===== src/rtl/gbf_flgact_reader.sv =====
// -----------------------------------------------------------------------------
// gbf_flgact_reader
//   Read-side controller for the global-buffer flag-activation RAM. Accepts a
//   burst command (base address, word count), issues one-cycle-latency reads on
//   the RAM read port and streams the words out over valid/ready. A 2-entry
//   FIFO absorbs the RAM latency; reads are gated by a credit check so that
//   words already in the FIFO plus the word in flight never exceed 2. Reads
//   yield to the writer whenever wr_conflict is high (shared address bus).
//
// Ports
//   clk, rst_n     : clock, asynchronous active-low reset
//   start          : command pulse, taken only when busy=0
//   base_addr, len : burst start address and word count (0..2^SRAM_DEPTH_BIT)
//   busy, done     : burst in progress / one-cycle completion pulse
//   wr_conflict    : writer owns the RAM port this cycle
//   ram_read_en    : RAM read strobe
//   ram_addr_r     : RAM read address (holds last issued address when idle)
//   ram_data_out   : RAM read data, valid the cycle after ram_read_en
//   out_valid, out_ready, out_data, out_last : output stream (FIFO head)
// -----------------------------------------------------------------------------
module gbf_flgact_reader #(
    parameter int SRAM_DEPTH_BIT = 6,
    parameter int SRAM_WIDTH     = 28
) (
    input  logic                      clk,
    input  logic                      rst_n,
    input  logic                      start,
    input  logic [SRAM_DEPTH_BIT-1:0] base_addr,
    input  logic [SRAM_DEPTH_BIT:0]   len,
    output logic                      busy,
    output logic                      done,
    input  logic                      wr_conflict,
    output logic                      ram_read_en,
    output logic [SRAM_DEPTH_BIT-1:0] ram_addr_r,
    input  logic [SRAM_WIDTH-1:0]     ram_data_out,
    output logic                      out_valid,
    input  logic                      out_ready,
    output logic [SRAM_WIDTH-1:0]     out_data,
    output logic                      out_last
);

    localparam int AW = SRAM_DEPTH_BIT;
    localparam int CW = SRAM_DEPTH_BIT + 1;

    typedef enum logic [1:0] {
        IDLE,
        READ,
        DRAIN
    } state_t;

    state_t          state, state_nxt;
    logic [AW-1:0]   ptr;
    logic [AW-1:0]   last_addr;
    logic [CW-1:0]   issue_left;
    logic [CW-1:0]   pop_left;
    logic            inflight;
    logic [1:0]      fifo_count;
    logic            wr_idx, rd_idx;
    logic [SRAM_WIDTH-1:0] fifo_mem [2];

    logic            accept;
    logic            issue;
    logic            pop;
    logic            push;
    logic [2:0]      credit;
    logic [2:0]      credit_limit;

    assign accept = (state == IDLE) && start;
    assign pop    = out_valid && out_ready;
    assign push   = inflight;

    // A pop in this cycle frees a slot, so it raises the limit rather than
    // lowering the occupancy: (count + inflight - pop) < 2.
    assign credit       = {1'b0, fifo_count} + {2'b00, inflight};
    assign credit_limit = 3'd2 + {2'b00, pop};

    assign issue = (state == READ) && (issue_left != '0) && !wr_conflict
                   && (credit < credit_limit);

    assign ram_read_en = issue;
    assign ram_addr_r  = issue ? ptr : last_addr;

    assign busy      = (state != IDLE);
    assign out_valid = (fifo_count != 2'd0);
    assign out_data  = fifo_mem[rd_idx];
    assign out_last  = out_valid && (pop_left == CW'(1));

    always_ff @(posedge clk or negedge rst_n) begin
        if (!rst_n) begin
            state <= IDLE;
        end else begin
            state <= state_nxt;
        end
    end

    always_comb begin
        // NOTE: next state defaults to the current state before any branch so
        // that no path leaves state_nxt unassigned (which would infer a latch).
        state_nxt = state;
        unique case (state)
            IDLE:  if (start && (len != '0))                  state_nxt = READ;
            READ:  if (issue && (issue_left == CW'(1)))       state_nxt = DRAIN;
            DRAIN: if (pop && (pop_left == CW'(1)))           state_nxt = IDLE;
            default:                                          state_nxt = IDLE;
        endcase
    end

    // NOTE: all sequential state uses non-blocking assignments so every
    // register samples pre-edge values regardless of statement order.
    always_ff @(posedge clk or negedge rst_n) begin
        if (!rst_n) begin
            ptr        <= '0;
            last_addr  <= '0;
            issue_left <= '0;
            pop_left   <= '0;
            inflight   <= 1'b0;
            done       <= 1'b0;
        end else begin
            inflight <= issue;
            done     <= (accept && (len == '0)) || (pop && (pop_left == CW'(1)));
            if (accept && (len != '0)) begin
                ptr        <= base_addr;
                issue_left <= len;
                pop_left   <= len;
            end else begin
                if (issue) begin
                    ptr        <= ptr + AW'(1);
                    last_addr  <= ptr;
                    issue_left <= issue_left - CW'(1);
                end
                if (pop) begin
                    pop_left <= pop_left - CW'(1);
                end
            end
        end
    end

    // Two-entry FIFO. The word read in the previous cycle is captured exactly
    // once, in the cycle after the issue; hold cycles never write.
    always_ff @(posedge clk or negedge rst_n) begin
        if (!rst_n) begin
            // NOTE: the storage is only two words and out_data must read zero
            // out of reset, so it is cleared along with the pointers.
            fifo_mem[0] <= '0;
            fifo_mem[1] <= '0;
            wr_idx      <= 1'b0;
            rd_idx      <= 1'b0;
            fifo_count  <= 2'd0;
        end else begin
            if (push) begin
                fifo_mem[wr_idx] <= ram_data_out;
                wr_idx           <= ~wr_idx;
            end
            if (pop) begin
                rd_idx <= ~rd_idx;
            end
            unique case ({push, pop})
                2'b10:   fifo_count <= fifo_count + 2'd1;
                2'b01:   fifo_count <= fifo_count - 2'd1;
                default: fifo_count <= fifo_count;
            endcase
        end
    end

endmodule


===== config.mk =====
export PLATFORM = sky130hd
export DESIGN_NAME = gbf_flgact_reader
export DESIGN_NICKNAME = d
export VERILOG_FILES = /design/src/rtl/gbf_flgact_reader.sv
export SDC_FILE = /design/constraint.sdc
export NUM_CORES = 1
export LEC_CHECK = 0
export ABC_CLOCK_PERIOD_IN_PS = 2020
export CORE_MARGIN = 2
export CORE_UTILIZATION = 50
export CTS_CLUSTER_SIZE = 16
export DETAILED_ROUTE_END_ITERATION = 12
export DONT_BUFFER_PORTS = 1
export PLACE_DENSITY = 0.78
export SYNTH_ARGS = -nofsm -noshare
export SYNTH_HDL_FRONTEND = slang
export SYNTH_SLANG_ARGS = --single-unit

===== constraint.sdc =====
create_clock -name clk -period 2.02 [get_ports clk]
set_input_delay 0.303 -clock clk [delete_from_list [all_inputs] [get_ports clk]]
set_output_delay 0.303 -clock clk [all_outputs]
set_load 0.005 [all_outputs]

==> summary.txt, run 1 <==
Synth cell types: 41
initial DRC count: 66
asr flop ratio synth: 100%
total nets after synthesis: 393
via count: 2649
count leader, synth: dfrtp_1
Die X: 95.3 um
CTS Sinks: 90
first-pass GRT wire length: 13200 um
sequential fraction of the synthesis area: 54.0%
# diodes: 0
hold slack: -366 ps
Final period util: 104%
Overflow after GRT: 0
Layout fillers: 671
crit path time final: 2090 ps
EDFF count, synth: 0
PD cells: 1670 mW/mm^2
Setup Viol. Count Final: 7
Worst-Margin Slew: 451 ps
CP Launch Type: flop
RSZ-0062 raised after global routing: true
DIE AREA: 0.00909 sq mm
IO buf count: 0
die height: 95.3 um
Layout area overhead: 13.2%
initial antenna violation count: 0
fmax: 478 MHz
top cells by area, synth: dfrtp_1 54%, mux2_2 23%, nand2_1 3.9%
clk_skew: 10.1 ps
Routed WL per cell: 17.4 um
WP data required: 1720 ps
Overall Global Routing Usage: 18.9%
cells after synthesis: 339
CP top delay family: simple AND/OR/NAND/NOR gates
synth cell count leaders: 90 x dfrtp_1, 84 x mux2_2, 43 x nand2_1
vias in the first global route: 2789
Max Cap Viol: 0
CP Max Fanout: 6
Min-Delay Path Class: input pin to async pin
DR vias/cell: 5.64
largest area contributor in the netlist: dfrtp_1
Worst Path Arrival: 1790 ps
setup slack at placement: 95.7 ps
Slew HR: 69.6%
R2R setup slack: -60 ps
DRT Pass-1 Iters: 4
TritonCTS clock tree: done
failing checks: hold timing, setup timing
Avg Inst Size Synth: 12.3 sq um
row count: 33
#FFs+latches synth: 90
final-report hold violation count: 90
setup ws final: -73.3 ps
placed cell area: 0.00435 sq mm
yosys warns: 0
Setup Total Neg Slack: -459 ps
CTS clk-pin slew, worst paths: 90 ps
NumNets Final: 414
Worst VDD drop: 0.000837 V
DP HPWL: 5550 um
CTS H-tree lvls: 3
synthesized area: 0.00417 sq mm
gpl congestion: 0.813
final wirelength: 8180 um
post-synth top area share: 54.0%
critical path's largest stage delay: 390 ps
Starting Density: 51.3%
CTS root buffer: clkbuf_8
fin. max-slew vios: 0
Main synth FF type: dfrtp_1
CP Cell Sequence: ha_2, ha_4, nor3_4, nand3_4, buf_12, nand2_4, nand2_2
Skew-Pair Late Insertion Delay: 350 ps
run status: complete, but fails checks
largest net degree at the start of global routing: 91
CP Capture Type: output pin
WP buf/inv: 1
Core Region: 0.00813 sq mm
cell area after layout: 0.00472 sq mm
DRC: 0
kind of critical path: flop to output pin
cts bufs inserted: 9
CTS Buffer Depth: 2
Leak Pwr: 0.00200 uW
Antenna Nets Post-Route: 0
share of layout cells above drive strength 1: 40.8%
Top Ports: 85
Slowest-stage cell, CP: dfrtp_1
## state kept, by name, indices dropped and copies added (netlist names)
register	cells
inflight	1
ptr	6
rd_idx	1
fifo_count	2
last_addr	6
wr_idx	1
pop_left	7
done	1
state	2
fifo_mem	56
issue_left	7
## power breakdown
part	switching (uW)	internal (uW)	total [uW]
registers	584	2710	3290
clock network	622	516	1140
logic	1580	1880	3470
total	2790	5110	7900
## kinds of logic (layout without fill, tap and decap cells)
family / count (synthesis) / after routing / synth area share, %
compound gates: 32 / 32 / 5.49
xor+xnor: 14 / 14 / 2.94
fa+ha+maj: 8 / 8 / 2.40
buf+inv: 21 / 47 / 2.43
flops: 90 / 90 / 54.0
mux: 84 / 84 / 22.7
simple gates: 90 / 90 / 10.1
## per-layer routing
metal / global-route usage [%] / part of all wire (%) / vias up
li1: - / - / 1227
met1: 22.0 / 40 / 1341
met2: 33.5 / 53 / 75
met3: 5.38 / 6.6 / 6
met4: 5.92 / 0.86 / 0
met5: 0 / 0 / -
## final timing paths
check	startpoint	to	cells past startpoint
worst max-delay path	inflight	ram_addr_r[1]	7
worst min-delay path	rst_n	fifo_mem[6]	0
worst max register to register	inflight	issue_left[3]	8
worst min register to register	fifo_mem[9]	fifo_mem[9]	1
max in group asynchronous	rst_n	issue_left[5]	0
min in group clk	ram_data_out[5]	fifo_mem[5]	1
## cell usage in the layout, fill, tap and decap left out, types with 3 or more instances in the layout
cell,synthesis,final
dfrtp_1,90,90
inv_1,8,8
nor3_1,3,3
xnor2_1,7,7
xor2_1,7,7
o21ai_0,6,6
a21oi_1,8,8
nand2_2,0,6
buf_4,1,18
nor2_1,13,13
nand2_1,43,31
ha_1,8,6
nand3_1,8,7
nand4_1,5,5
nand2_4,0,6
clkinvlp_4,0,3
mux2_2,84,84
o211ai_1,3,3
nor4_1,4,3
o22ai_1,4,4
clkbuf_8,0,11
## stage by stage
step	hold slack, ps	util (%)	instances	total power [uW]
finish	-366	58.1	470	7900
global route	-398	58.1	470	8520
CTS	-385	57.4	467	7870
detailed placement	9.52	53.4	445	6410
global placement	9.47	53.4	445	6230
floorplan	7.41	-	339	5680
## area by class of cell
cell class	count	area [sq um]	area share [%]
repair buffers	22	191	4.05
flip-flops and latches	90	2250	47.7
well taps	105	131	2.78
clock inverters	5	36.3	0.768
multi-input cells	228	1920	40.6
clock buffers	11	151	3.21
inverters	9	41.3	0.874
## repair_timing
item	in CTS	in global routing
setup endpoints to repair	7	9
gates resized for setup	25	6
cloned	1	0
endpoints found under the hold margin	90	90
pin swaps	4	7
buffers inserted	5	3
Power figures use the tool's default switching activity.
==> inputs of run 2 (changes only) <==
--- a/config.mk
+++ b/config.mk
@@ -6,12 +6,12 @@
 export NUM_CORES = 1
 export LEC_CHECK = 0
 export ABC_CLOCK_PERIOD_IN_PS = 2020
-export CORE_MARGIN = 2
-export CORE_UTILIZATION = 50
+export CORE_MARGIN = 10
+export CORE_UTILIZATION = 57
 export CTS_CLUSTER_SIZE = 16
 export DETAILED_ROUTE_END_ITERATION = 12
 export DONT_BUFFER_PORTS = 1
-export PLACE_DENSITY = 0.78
+export PLACE_DENSITY = 0.85
 export SYNTH_ARGS = -nofsm -noshare
 export SYNTH_HDL_FRONTEND = slang
 export SYNTH_SLANG_ARGS = --single-unit
==> summary.txt, run 2 (synthesis results as in run 1) <==
run status: complete, but fails checks
failing checks: hold timing, setup timing
crit path time final: 2120 ps
largest register by flop count: fifo_mem
TritonCTS clock tree: done
Slowest-stage cell, CP: dfrtp_1
Skew-Pair Late Insertion Delay: 350 ps
CP Launch Type: flop
Clock power frac: 14.4%
Layout fillers: 546
initial DRC count: 99
DR vias/cell: 5.78
Setup Total Neg Slack: -605 ps
CTS Buffer Depth: 2
Core Region: 0.00718 sq mm
switching pwr: 2800 uW
Final period util: 105%
share of layout cells above drive strength 1: 39.9%
final core utilization: 64.4%
final-report hold violation count: 90
RSZ-0062 raised after global routing: true
CP Cell Sequence: ha_2, ha_4, nor3_4, nand3_2, buf_12, clkinv_8, nand2_2, nand2_2
DRC: 0
cell repeated most along the worst path: nand2_2
# diodes: 0
kind of critical path: flop to output pin
CP Capture Type: output pin
CTS H-tree lvls: 3
Worst-Margin Slew: 458 ps
Largest register FFs: 56
clk_skew: 10.8 ps
DRT Pass-1 Iters: 4
Setup Viol. Count Final: 7
setup ws final: -101 ps
critical path's largest stage delay: 390 ps
cts bufs inserted: 9
most frequent cells in the layout: 90 x dfrtp_1, 84 x mux2_2, 31 x nand2_1
Starting Density: 58.1%
Overall Global Routing Usage: 15.7%
Overflow after GRT: 0
PD cells: 1670 mW/mm^2
CTS Sinks: 90
most common cell after layout, fill and taps aside: dfrtp_1
DIE AREA: 0.0111 sq mm
initial antenna violation count: 0
fmax: 471 MHz
internal power: 4930 uW
Top Ports: 85
NumNets Final: 410
Antenna Nets Post-Route: 0
sequential share of power: 42.4%
R2R depth: 6
Max Cap Viol: 0
Worst Path Arrival: 1820 ps
CP Max Fanout: 13
Worst VDD drop: 0.00111 V
Layout area overhead: 10.8%
WP data required: 1720 ps
Min-Delay Path Class: input pin to async pin
CTS clk-pin slew, worst paths: 90 ps
Top Registers: fifo_mem x56, issue_left x7, pop_left x7
Slew HR: 69.2%
hold slack: -365 ps
via count: 2659
CTS root buffer: clkbuf_8
IO buf count: 0
gpl congestion: 0.875
Routed WL per cell: 18.8 um
Leak Pwr: 0.00196 uW
switching share of power: 36.2%
DP HPWL: 6170 um
vias in the first global route: 2842
final wirelength: 8650 um
die height: 106 um
fin. max-slew vios: 0
Die X: 106 um
largest net degree at the start of global routing: 91
share of power burned in combinational logic: 43.2%
first-pass GRT wire length: 14300 um
setup slack at placement: 19.5 ps
row count: 31
## run 2: final cells by class
cell class	count	area, sq um	share of cell area (%)
timing repair buffer	18	148	3.19
clock buffer	9	124	2.68
inverter	9	46.3	1.00
multi-input combinational	228	1870	40.5
tap	99	124	2.68
clock inverter	7	55.1	1.19
sequential	90	2250	48.7
## run 2: path summary, 6_finish.rpt
check	startpoint	to	slack, ps
worst max-delay path	inflight	ram_addr_r[3]	-100
min in group clk	base_addr[1]	ptr[1]	90
worst min-delay path	rst_n	fifo_mem[32]	-370
max in group asynchronous	rst_n	fifo_count[0]	2250
worst max register to register	inflight	issue_left[3]	200
worst min register to register	last_addr[4]	last_addr[4]	490
## run 2: critical path, delay by kind of cell (launching register included)
kind                     cells  cell delay [ps]
flip-flops                   1              390
AND/OR/NAND/NOR              4              460
buffers and inverters        2              260
adder cells (fa/ha/maj)      2              360
## run 2: metal layers
metal  global-route usage (%)  share of wire [%]
met1                     19.2                 42
met2                     25.6                 48
met3                     5.54                7.9
met4                     4.64                1.4
met5                        0                  0
## run 2: stage by stage
step                area (sq um)  total power (uW)  instances
finish                      4620              7740        460
global route                4620              8320        460
CTS                         4610              7770        460
detailed placement          4350              6480        440
global placement            4350              6300        440
floorplan                   4170              5680        339
## run 2: power groups by stage
| stage | registers (uW) | logic [uW] | clock network (uW) |
|---|---|---|---|
| 2_1_floorplan | 3140 | 2540 | 0 |
| 3_3_place_gp | 3230 | 3080 | 0 |
| 3_5_place_dp | 3300 | 3180 | 0 |
| 4_1_cts | 3280 | 3360 | 1140 |
| 5_1_grt | 3400 | 3690 | 1220 |
| 6_report | 3280 | 3340 | 1120 |
## run 2: repair_timing
action,in CTS,in global routing
cloned,0,0
setup buffers,4,0
setup endpoints to repair,7,7
pin swaps,2,1
hold endpoints to repair,90,90
gates resized for setup,13,5
==> inputs of run 3 (changes only) <==
==> config.mk (replaced) <==
export PLATFORM = sky130hd
export DESIGN_NAME = gbf_flgact_reader
export DESIGN_NICKNAME = d
export VERILOG_FILES = /design/src/rtl/gbf_flgact_reader.sv
export SDC_FILE = /design/constraint.sdc
export NUM_CORES = 1
export LEC_CHECK = 0
export ABC_CLOCK_PERIOD_IN_PS = 2700
export CORE_MARGIN = 10
export CORE_UTILIZATION = 65
export CTS_BUF_LIST = sky130_fd_sc_hd__clkbuf_16
export CTS_CLUSTER_SIZE = 16
export DETAILED_ROUTE_END_ITERATION = 12
export DONT_BUFFER_PORTS = 1
export PLACE_DENSITY = 0.91
export SYNTH_ARGS = -nofsm -noshare
export SYNTH_HDL_FRONTEND = slang
export SYNTH_SLANG_ARGS = --single-unit
==> constraint.sdc (replaced) <==
create_clock -name clk -period 2.7 [get_ports clk]
set_input_delay 0.405 -clock clk [delete_from_list [all_inputs] [get_ports clk]]
set_output_delay 0.405 -clock clk [all_outputs]
set_load 0.005 [all_outputs]
==> summary.txt, run 3 (synthesis results as in run 1) <==
Top Registers: fifo_mem x56, issue_left x7, pop_left x7
Layout area overhead: 10.4%
crit path time final: 2590 ps
DRC: 0
IO buf count: 0
PD cells: 1300 mW/mm^2
clk_skew: 6.53 ps
DRT Pass-1 Iters: 4
row count: 29
Starting Density: 66.5%
DP HPWL: 6120 um
CP Cell Sequence: ha_1, ha_1, nor3_2, nand3_2, buf_4, nand2_1, nand2_1
most frequent cells in the layout: 90 x dfrtp_1, 84 x mux2_2, 43 x nand2_1
hold path start: base_addr[1]
largest register by flop count: fifo_mem
Post-CTS Setup Bufs: 0
gpl congestion: 0.825
Setup Total Neg Slack: 0 ps
final std cells w/o fill: 428
initial DRC count: 135
share of layout cells above drive strength 1: 33.9%
CP Launch Type: flop
WP data required: 2300 ps
CTS root buffer: clkbuf_16
largest net degree at the start of global routing: 91
Largest register FFs: 56
fin. max-slew vios: 0
die height: 100 um
critical path's largest stage delay: 460 ps
DP Cell Count: 410
CP Max Fanout: 15
Antenna Nets Post-Route: 0
final wirelength: 8650 um
R2R setup slack: 480 ps
Worst Path Arrival: 2180 ps
most common cell after layout, fill and taps aside: dfrtp_1
Worst VDD drop: 0.000807 V
Crit. Startpoint: fifo_count[0]
initial antenna violation count: 0
cts bufs inserted: 9
Setup Viol. Count Final: 0
DIE AREA: 0.0100 sq mm
CP Capture Type: output pin
CTS Sinks: 90
Slowest-stage cell, CP: dfrtp_1
Routed WL per cell: 20.2 um
Reg-to-Reg Start: fifo_count[0]
kind of critical path: flop to output pin
Final period util: 95.9%
Die X: 100 um
Min-Delay Path Class: input pin to flop
Top Ports: 85
CTS Buffer Depth: 2
run status: complete, no violations
Max Cap Viol: 0
Overflow after GRT: 0
Leak Pwr: 0.00198 uW
DR vias/cell: 6.09
Overall Global Routing Usage: 17.3%
CTS H-tree lvls: 3
final-report hold violation count: 0
Skew-Pair Late Insertion Delay: 340 ps
via count: 2608
Pwr Total: 6000 uW
Layout fillers: 403
NumNets Final: 400
TritonCTS clock tree: done
Slew HR: 56.7%
vias in the first global route: 2718
Core Region: 0.00628 sq mm
first-pass GRT wire length: 13700 um
fmax: 386 MHz
CTS clk-pin slew, worst paths: 70 ps
# diodes: 0
Worst-Margin Slew: 648 ps
-- run 3: cell types whose count changed in the layout (fill, tap and decap cells not counted), sizes merged --
cell	before	now
buf	18	7
clkinv	5	3
clkinvlp	2	0
dlygate4sd3	0	1
inv	9	13
-- run 3: final cells by class --
type	count	area, sq um	share of cell area (%)
Inverter	9	35.0	0.761
Multi-Input combinational cell	228	1820	39.6
Timing Repair Buffer	8	108	2.34
Clock buffer	9	225	4.89
Sequential cell	90	2250	48.9
Tap cell	77	96.3	2.09
Clock inverter	7	66.3	1.44
-- run 3: worst paths after layout --
| check | end | cells past startpoint |
|---|---|---|
| min in group asynchronous | wr_idx | 2 |
| worst max register to register | issue_left[3] | 6 |
| max in group asynchronous | fifo_mem[0] | 2 |
| worst min-delay path | ptr[1] | 2 |
| worst min register to register | last_addr[1] | 2 |
| worst max-delay path | ram_addr_r[4] | 7 |
-- run 3: timing repair --
action | CTS | global route
hold endpoints to repair | 90 | 0
setup endpoints to repair | 0 | 6
gates resized for setup | 0 | 1
hold buffers | 2 | 0
-- run 3: routing by layer --
metal	part of all wire [%]	wire length, um	track usage (%)	vias to the layer above
met5	0	0	0	-
met2	49	4210	27.8	95
met3	9.8	848	7.55	10
met1	40	3480	20.2	1284
met4	1.2	108	6.09	0
li1	-	-	-	1219
-- run 3: report_power, final --
| part | switching, uW | internal [uW] | total [uW] |
|---|---|---|---|
| logic | 1120 | 1200 | 2320 |
| registers | 443 | 2030 | 2470 |
| clock network | 559 | 650 | 1210 |
| total | 2120 | 3880 | 6000 |
-- run 3: stage by stage --
stage | hold WS [ps] | setup WS (ps) | util (%) | cell area [sq um]
after floorplan | 109 | 638 | - | 4170
after global placement | 112 | 531 | 68.0 | 4270
after detailed placement | 112 | 454 | 68.0 | 4270
after CTS | 195 | 78.5 | 73.3 | 4600
after global routing | 199 | -16.7 | 73.4 | 4610
final | 195 | 111 | 73.4 | 4610
-- run 3: worst max-delay path: cells and delay by family, from the launching register on --
kind | cells | cell delay [ps]
and+or+nand+nor | 4 | 720
DFF | 1 | 460
buffers and inverters | 1 | 240
adders and majority gates | 2 | 410
